==> src/rtl/acc_pkg.sv <==
// acc_pkg: op/state types, NOP encoding and the accumulator update function shared with the ALU model
package acc_pkg;
  typedef enum logic [1:0] {ADD = 2'd0, SUB = 2'd1, OR = 2'd2, XOR = 2'd3} op_t;
  typedef enum logic [1:0] {IDLE, RUN, DONE} seq_state_t;
  localparam op_t NOP_OP = OR;
  localparam logic [7:0] NOP_OPERAND = '0;
  function automatic logic [7:0] acc_apply(input logic [7:0] acc, input op_t op, input logic [7:0] operand);
    return op == ADD ? acc + operand : op == SUB ? acc - operand : op == OR ? acc | operand : acc ^ operand;
  endfunction
endpackage

==> src/rtl/acc_prog_mem.sv <==
// acc_prog_mem: DEPTH x {op, operand} program regfile, one sync write port, one async read port
module acc_prog_mem #(
  parameter int DEPTH = 8,
  parameter int DW = 8,
  localparam int AW = $clog2(DEPTH)
) (
  input  logic          clk,
  input  logic          we,
  input  logic [AW-1:0] wa,
  input  logic [1:0]    wop,
  input  logic [DW-1:0] wd,
  input  logic [AW-1:0] ra,
  output logic [1:0]    rop,
  output logic [DW-1:0] rd
);
  logic [DW+1:0] mem [DEPTH];
  always_ff @(posedge clk) if (we) mem[wa] <= {wop, wd};
  assign {rop, rd} = mem[ra];
endmodule

==> src/rtl/acc_op_sequencer.sv <==
// acc_op_sequencer: runs a stored {op, operand} program into the accumulator ALU, NOP when idle.
// Optional ACC_SEQ_SHADOW_EN adds acc_shadow, a mirror of the ALU accumulator.
module acc_op_sequencer import acc_pkg::*; #(
  parameter int DEPTH = 8,
  parameter int DW = 8,
  parameter int LOOPW = 4,
  localparam int AW = $clog2(DEPTH)
) (
  input  logic             clk,
  input  logic             rst,
  input  logic             wr_en,
  input  logic [AW-1:0]    wr_addr,
  input  logic [1:0]       wr_op,
  input  logic [DW-1:0]    wr_data,
  input  logic [AW:0]      prog_len,
  input  logic [LOOPW-1:0] loop_cnt,
  input  logic             start,
  input  logic             abort,
  output logic [1:0]       alu_op,
  output logic [DW-1:0]    alu_operand,
  output logic             busy,
  output logic             done,
  output logic [AW-1:0]    pc
`ifdef ACC_SEQ_SHADOW_EN
  , output logic [DW-1:0]  acc_shadow
`endif
);
  localparam logic [AW:0] FULL = (AW+1)'(DEPTH);
  seq_state_t state, state_n;
  logic [AW-1:0] pc_n;
  logic [AW:0] len, len_n, len_in;
  logic [LOOPW-1:0] pass, pass_n;
  logic [1:0] rop, op_sel;
  logic [DW-1:0] rd, dat_sel;
  logic we, wrap;
  assign we = wr_en && state == IDLE;
  acc_prog_mem #(.DEPTH(DEPTH), .DW(DW)) u_mem (
    .clk(clk), .we(we), .wa(wr_addr), .wop(wr_op), .wd(wr_data),
    .ra(pc_n), .rop(rop), .rd(rd)
  );
  // Forward a same-cycle write so a start issued alongside it sees the new entry
  assign op_sel = we && wr_addr == pc_n ? wr_op : rop;
  assign dat_sel = we && wr_addr == pc_n ? wr_data : rd;
  always_comb begin
    len_in = prog_len > FULL ? FULL : prog_len;
    wrap = {1'b0, pc} == len - 1'b1;
    state_n = state;
    pc_n = '0;
    len_n = len;
    pass_n = pass;
    if (abort) state_n = IDLE;
    else if (state == IDLE && start) begin
      len_n = len_in;
      pass_n = loop_cnt;
      state_n = len_in == '0 ? DONE : RUN;
    end else if (state == RUN) begin
      state_n = wrap && pass == '0 ? DONE : RUN;
      pc_n = wrap || state_n == DONE ? '0 : pc + 1'b1;
      pass_n = wrap ? pass - 1'b1 : pass;
    end else if (state == DONE) state_n = IDLE;
  end
  always_ff @(posedge clk) begin
    if (rst) begin
      state <= IDLE;
      pc <= '0;
      len <= '0;
      pass <= '0;
      alu_op <= NOP_OP;
      alu_operand <= '0;
    end else begin
      state <= state_n;
      pc <= pc_n;
      len <= len_n;
      pass <= pass_n;
      alu_op <= state_n == RUN ? op_sel : NOP_OP;
      alu_operand <= state_n == RUN ? dat_sel : '0;
    end
  end
  assign busy = state == RUN;
  assign done = state == DONE;
`ifdef ACC_SEQ_SHADOW_EN
  always_ff @(posedge clk) acc_shadow <= rst ? '0 : acc_apply(acc_shadow, op_t'(alu_op), alu_operand);
`endif
endmodule

==> config.mk <==
export PLATFORM = sky130hd
export DESIGN_NAME = acc_op_sequencer
export DESIGN_NICKNAME = d
export VERILOG_FILES = /design/src/rtl/acc_pkg.sv /design/src/rtl/acc_prog_mem.sv /design/src/rtl/acc_op_sequencer.sv
export SDC_FILE = /design/constraint.sdc
export NUM_CORES = 1
export LEC_CHECK = 0
export CORE_MARGIN = 5
export CORE_UTILIZATION = 30
export DETAILED_ROUTE_END_ITERATION = 8
export HOLD_SLACK_MARGIN = 0.05
export PLACE_DENSITY = 0.49
export SETUP_SLACK_MARGIN = 0.3
export SLEW_MARGIN = 20
export SYNTH_ARGS = -nofsm -noshare
export SYNTH_HDL_FRONTEND = slang
export SYNTH_SLANG_ARGS = --single-unit
==> constraint.sdc <==
create_clock -name clk -period 3.6 [get_ports clk]
set_input_delay 0.54 -clock clk [delete_from_list [all_inputs] [get_ports clk]]
set_output_delay 0.54 -clock clk [all_outputs]
set_load 0.02 [all_outputs]
==> metrics.md <==
| Metric | Value |
|---|---|
| Top post-synthesis cells by count | edfxtp_1 (80), dfxtp_1 (23), nand2_1 (19) |
| H-tree depth | 3 |
| PD cells | 464 nW/µm² |
| CTS Buf Count | 9 |
| Dpl cell area | 4920 µm² |
| Vias | 2,608 |
| Maximum vdd drop | 0.000206 V |
| Setup TNS | 0 ns |
| Die height | 129 µm |
| Final hold violations | 0 |
| HPWL Detailed | 6380 µm |
| CTS tree | built |
| Largest net degree at the start of global routing | 20 |
| Global-route wire length before repair | 15,100 µm |
| Final ANT Viol Nets | 0 |
| Final WL | 9740 µm |
| Reg-to-Reg Start | len[0] |
| Leak pwr | 1.76 nW |
| WP data arrival | 2.92 ns |
| Pint | 1.87 mW |
| Global route overflow | 0 |
| Root Buffer | clkbuf_16 |
| Clock share of power | 0.383 |
| Sequential power share | 0.544 |
| Crit path time final | 2.63 ns |
| Syn Std Cell Area | 4260 µm² |
| Slew @ Worst Pin | 0.841 ns |
| Critical-path maximum fanout | 13 |
| Status | finished, final reports clean |
| GR peak layer | met2 |
| Post-synthesis async set-or-reset flop share | 0 |
| Synth area leaders | edfxtp_1 (56%), dfxtp_1 (11%), mux4_2 (4.8%), mux2i_1 (3.1%), o211a_1 (1.9%) |
| Initial antenna violation count | 0 |
| GRT Total Usage | 0.123 |
| Hold EP | pass[2] |
| Netlist cell types | 53 |
| Mapped Avg Cell Area | 14.8 µm² |
| Vias per inst | 4.97 |
| Seq/Total Area, Yosys | 0.673 |
| P_sw | 0.548 mW |
| Worst hold path class | reg2reg |
| Synth top area share | 0.565 |
| Skew-Pair Late Insertion Delay | 0.34 ns |
| Row count | 43 |
| Post-CTS sizing | 0 |
| # hold bufs at CTS | 0 |
| # port buffers | 40 |
| Post-synth top flop | edfxtp_1 |
| Crit path required time | 3.89 ns |
| Syn Nets | 316 |
| Buffer count from post-CTS setup fixing | 0 |
| Number of global-route vias before repair | 2,665 |
| Gate power share | 0.072 |
| M1 GR Usage | 0.155 |
| Layout Cells excl Fill | 525 |
| CP startpoint kind | input port |
| Crit path capture type | register |
| WS Path Type | in2reg |
| Tcrit/Tclk final | 0.729 |
| Total Nets Final | 369 |
| # placed instances | 509 |
| Met3 GRT Util | 0.0425 |
| Synth Register Bits | 103 |
| Avg WL per Cell | 18.6 µm |
| Synth warn | 0 |
| Post-synth EDFFs | 80 |
| Final-report setup violation count | 0 |
| Final GP Congestion | 0.732 |
| R2R Setup Slk | 1.04 ns |
| Layout cells sized above 1 | 0.142 |
| Ant diodes | 0 |
| Hold depth | 2 |
| Die X | 129 µm |
| Yosys top cell by area | edfxtp_1 |
| MaxCap Viol Count | 0 |
| Initial DRC count | 173 |
| Unrepaired setup endpoints after global routing | false |
| I/O pin total | 41 |
| Final Skew | 0.00907 ns |
| Rel. slew slack | 0.440 |
| Core ar. | 13,900 µm² |
| Clock Pin Slew Worst Setup and Hold Paths | 0.07 ns |
| Syn Inst Count | 287 |
| Fmax | 381 MHz |
| Global routing met2 resource utilization | 0.197 |
| CTS Buffer Depth | 2 |
| Fin util | 0.375 |
| Count leader, synth | edfxtp_1 |
| Reg2Reg Depth | 7 |
| Finished Cell Area | 5210 µm² |
| DR DRC count | 0 |
| Initial Util | 0.307 |
| Area growth syn-to-layout | 22.4% |
| Worst hold start | pass[2] |
| Slew Limit Fails | 0 |
| Switching Fraction | 0.227 |
| Filler Cell Count | 1,358 |
| Clock sink total | 103 |
| RR Endpoint | state[1] |
| Die Area | 16,700 µm² |
| First-pass DRT Iterations | 4 |
how the worst max path moves through the flow:
stage,cells past startpoint,to,from,slack (ns)
after floorplan,4,alu_operand[2],pc[0],1.41
after global placement,7,alu_op[0],wr_en,0.69
after detailed placement,7,alu_operand[6],wr_en,0.63
after CTS,7,alu_operand[6],wr_en,0.99
after global routing,7,alu_operand[2],wr_en,0.88
final,7,alu_operand[6],wr_en,0.97
layout by cell type, fill, tap and decap left out, drive strengths merged, types with 2 or more instances in the layout:
master          n
a211oi          2
a21oi          14
a22o            9
a32oi           9
and2            2
buf            13
clkbuf         10
clkdlybuf4s50  40
clkinv          2
dfxtp          23
edfxtp         80
ha              3
inv            12
mux2i          13
mux4            9
nand2          20
nand2b          3
nand3           2
nand3b          6
nor2           14
nor3            6
o211a           9
o21ai          17
o22ai           2
or3             3
or4             2
xor2            4
state kept, by name, summed over array words and instances (netlist names):
name         count
u_mem.mem       80
pc               3
pass             4
state            2
len              4
alu_op           2
alu_operand      8
layout make-up:
| type | count | area (µm²) | area share |
|---|---|---|---|
| flip-flops and latches | 103 | 2860 | 0.549 |
| clock inverters | 6 | 60.1 | 0.0115 |
| well taps | 180 | 225 | 0.0432 |
| multi-input cells | 165 | 1310 | 0.250 |
| clock buffers | 10 | 229 | 0.0439 |
| repair buffers | 53 | 498 | 0.0956 |
| inverters | 8 | 30.0 | 0.00576 |
logic make-up after synthesis:
kind of cell,count (synthesis),synth area share
adders and majority gates,3,0.00882
DFF,103,0.673
muxes,22,0.0782
and+or+nand+nor,65,0.0823
xor gates and xnor gates,5,0.0138
AOI/OAI and AO/OA,70,0.124
buffers and inverters,19,0.0206
stage by stage:
| stage | hold WS, ns | setup WS, ns | power, mW |
|---|---|---|---|
| finish | 0.497 | 0.974 | 2.42 |
| global route | 0.516 | 0.880 | 2.52 |
| CTS | 0.496 | 0.985 | 2.46 |
| detailed placement | 0.487 | 0.633 | 1.52 |
| global placement | 0.478 | 0.690 | 1.52 |
| floorplan | 0.449 | 1.41 | 1.43 |
power by group through the flow:
stage / combinational (mW) / clock (mW) / sequential [mW]
6_report: 0.175 / 0.928 / 1.32
5_1_grt: 0.192 / 1.01 / 1.32
4_1_cts: 0.177 / 0.960 / 1.32
3_5_place_dp: 0.177 / 0 / 1.34
3_3_place_gp: 0.174 / 0 / 1.34
2_1_floorplan: 0.0876 / 0 / 1.35
worst max-delay path: stages:
cell and delay [ns]:
clkdlybuf4s50_1 0.47, or4b_4 0.49, or3_1 0.54, inv_2 0.32, nor2_2 0.19, a32oi_1 0.22
a22o_1 0.15
per-layer routing:
metal	wire, µm	share of wire
met2	4680	0.48
met4	235	0.024
met1	4330	0.44
met5	0	0
met3	499	0.051
No activity file was read; power rests on OpenSTA's default activity.
